<file path="src/rtl/noc_eject_receiver_pkg.sv">
// Shared flit encodings, HEAD field layout and receiver FSM states for the mesh eject path.
package noc_eject_receiver_pkg;

  localparam int FLIT_W_FIXED = 16;

  localparam logic [1:0] FT_BODY     = 2'b00;
  localparam logic [1:0] FT_HEAD     = 2'b01;
  localparam logic [1:0] FT_TAIL     = 2'b10;
  localparam logic [1:0] FT_HEADTAIL = 2'b11;

  // Packed so that the struct overlays flit[13:0] directly: src, dst, len, seq.
  typedef struct packed {
    logic [1:0] src;
    logic [1:0] dst;
    logic [3:0] len;
    logic [5:0] seq;
  } head_t;

  typedef enum logic [1:0] {
    S_HEAD  = 2'd0,
    S_BODY  = 2'd1,
    S_DRAIN = 2'd2
  } state_t;

  function automatic head_t parse_head(input logic [13:0] fields);
    return head_t'(fields);
  endfunction

endpackage

</file>
<file path="src/rtl/noc_eject_receiver.sv">
// Eject-port sink: parses flits, validates framing/destination/sequence, XOR-checksums payload.
// Completion outputs are registered one cycle after the tail; only sink_stall backpressures.
module noc_eject_receiver
  import noc_eject_receiver_pkg::*;
#(
  parameter logic [1:0] NODE_ID = 2'd0,
  parameter int         FLIT_W  = FLIT_W_FIXED,
  parameter int         CNT_W   = 8
) (
  input  logic              clock,
  input  logic              reset,
  input  logic              flit_in_valid,
  input  logic [FLIT_W-1:0] flit_in,
  output logic              flit_in_ready,
  input  logic              sink_stall,
  input  logic              expect_en,
  input  logic [CNT_W-1:0]  expect_count,
  output logic              pkt_done,
  output logic [1:0]        pkt_src,
  output logic [13:0]       pkt_checksum,
  output logic [CNT_W-1:0]  rx_count,
  output logic              err_dst,
  output logic              err_proto,
  output logic              err_seq,
  output logic              processor_ready
);

  state_t      state, state_nxt;
  head_t       cur, hd;
  logic [3:0]  cnt;
  logic [13:0] chk;
  logic [5:0]  exp_seq [4];

  logic        acc, is_head, proto, cmp, latch, body_upd;
  logic [1:0]  typ;
  logic [13:0] payload;
  head_t       cmp_hdr;
  logic [13:0] cmp_chk;
  logic [4:0]  cnt_inc;

  assign flit_in_ready = reset & ~sink_stall;
  assign acc           = flit_in_valid & flit_in_ready;
  assign typ           = flit_in[15:14];
  assign payload       = flit_in[13:0];
  assign hd            = parse_head(flit_in[13:0]);
  assign is_head       = (typ == FT_HEAD) || (typ == FT_HEADTAIL);
  assign cnt_inc       = {1'b0, cnt} + 5'd1;

  always_comb begin
    state_nxt = state;
    proto     = 1'b0;
    cmp       = 1'b0;
    latch     = 1'b0;
    body_upd  = 1'b0;
    cmp_hdr   = cur;
    cmp_chk   = chk ^ payload;
    if (acc) begin
      if (is_head) begin
        // A head arriving mid-packet abandons the open packet, then starts afresh.
        proto = (state == S_BODY);
        if (typ == FT_HEADTAIL) begin
          cmp       = 1'b1;
          cmp_hdr   = hd;
          cmp_chk   = '0;
          state_nxt = S_HEAD;
        end else if (hd.len == 4'd0) begin
          proto     = 1'b1;
          state_nxt = S_DRAIN;
        end else begin
          latch     = 1'b1;
          state_nxt = S_BODY;
        end
      end else begin
        case (state)
          S_HEAD: proto = 1'b1;
          S_BODY: begin
            if (typ == FT_TAIL) begin
              state_nxt = S_HEAD;
              if (cnt_inc == {1'b0, cur.len}) cmp = 1'b1;
              else                            proto = 1'b1;
            end else if (cnt_inc >= {1'b0, cur.len}) begin
              proto     = 1'b1;
              state_nxt = S_DRAIN;
            end else begin
              body_upd = 1'b1;
            end
          end
          S_DRAIN: if (typ == FT_TAIL) state_nxt = S_HEAD;
          default: state_nxt = S_HEAD;
        endcase
      end
    end
  end

  always_ff @(posedge clock or negedge reset) begin
    if (!reset) begin
      state           <= S_HEAD;
      cur             <= '0;
      cnt             <= '0;
      chk             <= '0;
      for (int i = 0; i < 4; i++) exp_seq[i] <= '0;
      pkt_done        <= 1'b0;
      pkt_src         <= '0;
      pkt_checksum    <= '0;
      rx_count        <= '0;
      err_dst         <= 1'b0;
      err_proto       <= 1'b0;
      err_seq         <= 1'b0;
      processor_ready <= 1'b0;
    end else begin
      state     <= state_nxt;
      pkt_done  <= cmp;
      err_proto <= proto;
      err_dst   <= cmp && (cmp_hdr.dst != NODE_ID);
      err_seq   <= cmp && (cmp_hdr.dst == NODE_ID) && (cmp_hdr.seq != exp_seq[cmp_hdr.src]);
      if (latch) begin
        cur <= hd;
        cnt <= '0;
        chk <= '0;
      end else if (body_upd) begin
        cnt <= cnt_inc[3:0];
        chk <= chk ^ payload;
      end
      if (cmp) begin
        pkt_src      <= cmp_hdr.src;
        pkt_checksum <= cmp_chk;
      end
      if (cmp && (cmp_hdr.dst == NODE_ID)) exp_seq[cmp_hdr.src] <= cmp_hdr.seq + 6'd1;
      // Counter is pinned at zero while configuration is inactive.
      if (!expect_en)
        rx_count <= '0;
      else if (cmp && (cmp_hdr.dst == NODE_ID) && !(&rx_count))
        rx_count <= rx_count + 1'b1;
      processor_ready <= expect_en && (rx_count >= expect_count);
    end
  end

endmodule

</file>
<file path="config.mk">
export PLATFORM = sky130hd
export DESIGN_NAME = noc_eject_receiver
export DESIGN_NICKNAME = d
export VERILOG_FILES = /design/src/rtl/noc_eject_receiver_pkg.sv /design/src/rtl/noc_eject_receiver.sv
export SDC_FILE = /design/constraint.sdc
export NUM_CORES = 1
export LEC_CHECK = 0
export ABC_AREA = 1
export CAP_MARGIN = 20
export CORE_AREA = 2 2 90 92
export CTS_CLUSTER_SIZE = 30
export DETAILED_ROUTE_END_ITERATION = 12
export DIE_AREA = 0 0 92 94
export DONT_BUFFER_PORTS = 1
export GPL_ROUTABILITY_DRIVEN = 0
export PLACE_DENSITY_LB_ADDON = 0.3
export SLEW_MARGIN = 30
export SYNTH_ARGS = -nofsm -noshare
export SYNTH_HDL_FRONTEND = slang
export SYNTH_SLANG_ARGS = --single-unit
</file>
<file path="constraint.sdc">
create_clock -name clock -period 2.95 [get_ports clock]
set_clock_uncertainty 0.2 [all_clocks]
set_input_delay 0.59 -clock clock [delete_from_list [all_inputs] [get_ports clock]]
set_output_delay 0.59 -clock clock [all_outputs]
set_load 0.03 [all_outputs]
</file>
* Word level (Yosys, flattened, before mapping)
Cells that the tools add are included.
** Storage, ports and cells
- Register bits :: 87
- Word-level logic and storage cells :: 105
** Cells by class
- Equal/unequal tests :: 11
- Mux-type cells :: 48
- $add $sub $neg :: 3
- Bitwise gates (word level) :: 5
- Reductions and logical operators :: 15
- Order comparisons :: 4
** Operators by type and width (count)
- 14-bit two-way mux :: 8
- 24-bit bitwise mux :: 1
- 1-bit two-way mux :: 22
- 6-bit two-way mux :: 3
- 8-bit two-way mux :: 2
- 14-bit XOR :: 1
- 6-bit binary-select mux with 2-bit select :: 1
- 6-bit demux with 2-bit select :: 1
- 2-bit two-way mux :: 6
- 8-bit by 1-bit adder with 8-bit output, second input constant :: 1
- 8-bit >= comparator :: 1
- 4-bit two-way mux :: 2
- 8-bit AND reduction :: 1
- 6-bit by 1-bit adder with 6-bit output, second input constant :: 1
- 2-bit == test, second input constant :: 3
- 1-bit logical AND :: 6
- 6-bit inequality test :: 1
- 2-bit one-hot mux with 3 select lines :: 1
- 4-bit by 1-bit adder with 5-bit output, second input constant :: 1
- 5-bit by 4-bit == test with 1-bit output :: 1
- 5-bit by 4-bit >= comparator with 1-bit output :: 1
- 2-bit by 1-bit == test with 1-bit output, second input constant :: 2
- 2-bit logical NOT :: 2
- 4-bit logical NOT :: 1
- 14 further kinds :: 16

* Logic depth before layout (Yosys ltp)
- Word-level depth :: 11
- Depth in mapped cells :: 15

* Worst setup path before layout
Ideal clock, no wire load.
- Path kind :: flip-flop to flip-flop
- From :: register cnt[0]
- To :: register chk[13]
- Stages on the path, launching flop included :: 15
- Library setup time :: 0.095 ns
- Buffers on the path :: 1
- Required time :: 2.655 ns
- Setup slack :: 0.479 ns
- Arrival :: 2.175 ns
- Period minus slack after synthesis :: 2.471 ns
- Cells stage by stage :: dfrtp_1 ha_1 xor2_1 ha_1 nand2_1 inv_1 nand3_1 a21oi_1 nor2_1 nand2_1 nor2_2 nor2_1 buf_2 nand2_1 o31ai_1
** On the way
- Longest elaborated chain between the ends :: 8
** RTL lines
- from (decl) :: RTL line noc_eject_receiver.sv:30 : logic [3:0] cnt;
- from (signal assigned) :: RTL line noc_eject_receiver.sv:121 : cnt <= cnt_inc[3:0];
- 4-bit by 1-bit adder with 5-bit output :: RTL line noc_eject_receiver.sv:47 : assign cnt_inc = {1'b0, cnt} + 5'd1;
- 5-bit by 4-bit >= comparator with 1-bit output :: RTL line noc_eject_receiver.sv:81 : end else if (cnt_inc >= {1'b0, cur.len}) begin
- 1-bit two-way mux :: RTL line noc_eject_receiver.sv:81
- 1-bit two-way mux :: RTL line noc_eject_receiver.sv:77 : if (typ == FT_TAIL) begin
- 1-bit two-way mux :: RTL line noc_eject_receiver.sv:74 : case (state)
- 1-bit two-way mux :: RTL line noc_eject_receiver.sv:58 : if (is_head) begin
- 1-bit two-way mux :: RTL line noc_eject_receiver.sv:57 : if (acc) begin
- 2-bit nonzero test (no source line)
- to (signal assigned) :: RTL line noc_eject_receiver.sv:122 : chk <= chk ^ payload;
- to (decl) :: RTL line noc_eject_receiver.sv:31 : logic [13:0] chk;
Every way passes these cells.
A chain may end at the register's enable or synchronous reset.

* Worst setup path in the final report
- From :: register cnt[0]
- To :: register exp_seq[18] (netlist name)
** On the way
- Longest elaborated chain between the ends :: 8
** RTL lines
- 4-bit by 1-bit adder with 5-bit output :: RTL line noc_eject_receiver.sv:47
- 5-bit by 4-bit == test with 1-bit output :: RTL line noc_eject_receiver.sv:79 : if (cnt_inc == {1'b0, cur.len}) cmp = 1'b1;
- 1-bit two-way mux :: RTL line noc_eject_receiver.sv:79
- 1-bit two-way mux :: RTL line noc_eject_receiver.sv:77
- 1-bit two-way mux :: RTL line noc_eject_receiver.sv:74
- 1-bit two-way mux :: RTL line noc_eject_receiver.sv:58
- 1-bit two-way mux :: RTL line noc_eject_receiver.sv:57
- named net cmp :: RTL line noc_eject_receiver.sv:34 : logic acc, is_head, proto, cmp, latch, body_upd;
- 1-bit logical AND :: RTL line noc_eject_receiver.sv:128 : if (cmp && (cmp_hdr.dst == NODE_ID)) exp_seq[cmp_hdr.src] <= cmp_hdr.seq + 6'd1;
- to (signal, indexed assignment) :: RTL line noc_eject_receiver.sv:128
- to (decl) :: RTL line noc_eject_receiver.sv:32 : logic [5:0] exp_seq [4];
The timed path passes the listed nets, and every way through them passes these cells.

==> flow_summary.json <==
{
  "dieArea_um2": 8650,
  "io_buffers": 0,
  "seq_area_um2": 2180,
  "grt_pass1_vias": 3528,
  "synth.mux.area_fraction": 0,
  "cts.sink_count": 87,
  "ff2ff_setup_slack_ps": 250,
  "htreeDepth": 3,
  "critPathLaunchType": "flop",
  "synth-compound-area-share": 0.113,
  "synth_cell_types": 41,
  "worstHoldPathType": "input pin to flop",
  "rsz0062_at_grt": "no",
  "synth.most_common_cell": "nand2_1",
  "fin_cells": 677,
  "nNetsFinal": 614,
  "num_rows": 32,
  "grt_pass1_wl_um": 16900,
  "reg2reg_depth": 14,
  "irDropWorstVdd_v": 0.000358,
  "dp.cells": 659,
  "drv_slew": 0,
  "power_mw": 2.97,
  "avgRoutedWirePerCell_um": 14.3,
  "crit_chain": "ha_1 -> xor2_1 -> ha_1 -> nand2_1 -> inv_1 -> nand3_1 -> nor3_2 -> nand2_2 -> nand2_4 -> nand2_8 -> nor3_4 -> inv_2 -> nand2_1 -> o21ai_1",
  "start_util": 0.613,
  "drt_iter0_drc": 221,
  "yosys-top-cells-count": "177 x nand2_1, 87 x dfrtp_1, 56 x inv_1",
  "yosysWarnings": 0,
  "max_freq_mhz": 371,
  "post-route-util": 0.662,
  "ys_seq_elements": 87,
  "report.final.hold_viol_count": 0,
  "drive_above_1_share": 0.106,
  "multi_input_area_um2": 2180,
  "grt.total_usage": 0.247,
  "power_density_nw_per_um2": 589,
  "clock_latency_ps": 370,
  "slowest_stage": "dfrtp_1",
  "vias_per_cell": 5.45,
  "synth_nets": 605,
  "area_growth_pct": 7.99,
  "cp_data_arrival_time_ps": 2740,
  "path_buf_inv": 2,
  "synth_top_area_frac": 0.467,
  "min_period_over_period": 0.915,
  "drv_cap": 0,
  "synth_fa_ha_area_frac": 0.0402,
  "hold_depth": 2,
  "antenna_found_initial": 0,
  "tightest_slew_ps": 679,
  "r2r_end": "exp_seq[18]",
  "ys_seq_area_frac": 0.467,
  "synthArstFlopShare": 1.00,
  "synth_ff_type": "dfrtp_1",
  "synth_area_leaders": "dfrtp_1 47%, nand2_1 14%, nand3_1 5.5%",
  "cts_setup_buffers": 0,
  "critPathTopFamily": "simple AND/OR/NAND/NOR gates",
  "crit_fanout": 7,
  "setup_tns_ps": 0,
  "dp_hpwl_um": 7050,
  "cts_tree": "built",
  "dr.pass1.iters": 5,
  "synth_top_family_by_area": "simple AND/OR/NAND/NOR gates",
  "power_leakage_nw": 2.59,
  "worstPathRequired_ps": 2990,
  "end_kind": "flop",
  "synth_edf_count": 0,
  "cts_root_buf": "clkbuf_8",
  "postSynthCellCount": 561,
  "vias": 3691,
  "cp_slowest_stage_delay_ps": 430,
  "hp-start": "flit_in[7]",
  "synth_xor_area_frac": 0.0464,
  "synth_area_leader_cell": "dfrtp_1",
  "min_to": "cur[7]",
  "timing.final.crit_period_ps": 2700,
  "syn_area_um2": 4670,
  "core-area_um2": 7610,
  "die_h_um": 94,
  "overflow": 0,
  "routed_wl_um": 9710,
  "crit_type": "flop to flop",
  "cts.path.max_buffers": 2,
  "synth_simple_gate_area_share": 0.265,
  "final_antenna_net_count": 0,
  "nFillCells": 630,
  "grt_max_degree": 88,
  "setup_viol": 0,
  "drc": 0,
  "path_clk_slew_ps": 110,
  "ioPinCount": 59,
  "syn_avg_cell_area_um2": 8.32,
  "outcome": "finished clean",
  "slew_headroom": 0.547,
  "worstReg2RegStart": "cnt[0]",
  "insertedDiodeCount": 0,
  "numCtsBuffers": 9,
  "die_w_um": 92
}
==> registers in the layout, indices dropped and copies added (netlist names) <==
name,cells
cnt,4
pkt_checksum,14
cur,14
chk,14
pkt_done,1
err_proto,1
processor_ready,1
err_dst,1
err_seq,1
exp_seq,24
rx_count,8
pkt_src,2
state,2
==> area by class of cell <==
cell class | count | share of cell area
clock buffer | 9 | 0.0246
tap | 102 | 0.0253
multi-input combinational | 396 | 0.432
sequential | 87 | 0.432
clock inverter | 7 | 0.0161
inverter | 66 | 0.0502
timing repair buffer | 10 | 0.0194
==> layout by cell type (no fill, tap or decap), drive strengths merged <==
cell / count
nor4: 1
o2111ai: 1
nand3: 53
a21oi: 16
nor2: 21
nand4: 3
a21o: 1
buf: 9
ha: 15
o21ai: 64
inv: 70
o311ai: 1
clkbuf: 9
nor3: 8
dlygate4sd3: 1
clkinv: 3
dfrtp: 87
o211ai: 1
a22o: 3
nand2: 182
xnor2: 13
xor2: 10
o31ai: 3
==> what timing repair did <==
action                     4_1_cts  5_1_grt
setup endpoints to repair        0        9
gates resized for setup          0        2
hold endpoints to repair        87        0
hold buffers                     2        0
==> per-stage QoR <==
step	setup slack (ps)	cell area, µm²	hold WS (ps)
after floorplan	479	4670	94.4
after global placement	382	4790	96.3
after detailed placement	236	4790	96.2
after CTS	204	5030	127
after global routing	21.1	5040	130
final	251	5040	135
==> power by group <==
part           switching, mW  total, mW  leakage (nW)  internal (mW)
Sequential             0.127       1.47          1.17           1.34
Clock                  0.497      0.836         0.104          0.339
Combinational          0.422      0.662          1.32          0.240
Total                   1.05       2.97          2.59           1.92
==> routing by layer <==
metal,GRT usage,up-vias,wire (µm)
met2,0.398,135,4570
met1,0.329,1705,4250
li1,-,1834,-
met3,0.0642,17,715
met4,0.0821,0,175
met5,0,-,0
==> worst reg2reg max path: cells and delay by family (launching register included) <==
kind                     cells  cell delay, ps
buffers and inverters        2             180
AO/OA/AOI/OAI                1              60
AND/OR/NAND/NOR              8             990
flip-flops                   1             430
XOR/XNOR                     1             170
adder cells (fa/ha/maj)      2             530
==> logic make-up after synthesis <==
group / after synthesis
flip-flops: 87
buffers and inverters: 78
AO/OA/AOI/OAI: 90
adder cells (fa/ha/maj): 15
AND/OR/NAND/NOR: 268
XOR/XNOR: 23
==> worst max-delay path by stage <==
stage	from	endpoint	slack (ps)	cells past startpoint
floorplan	cnt[0]	chk[13]	480	14
global placement	cnt[0]	exp_seq[15]	380	14
detailed placement	cnt[0]	chk[13]	240	13
CTS	cnt[0]	chk[13]	200	13
global route	cnt[0]	exp_seq[3]	20	14
finish	cnt[0]	exp_seq[18]	250	14
No activity file was read; power rests on OpenSTA's default activity.
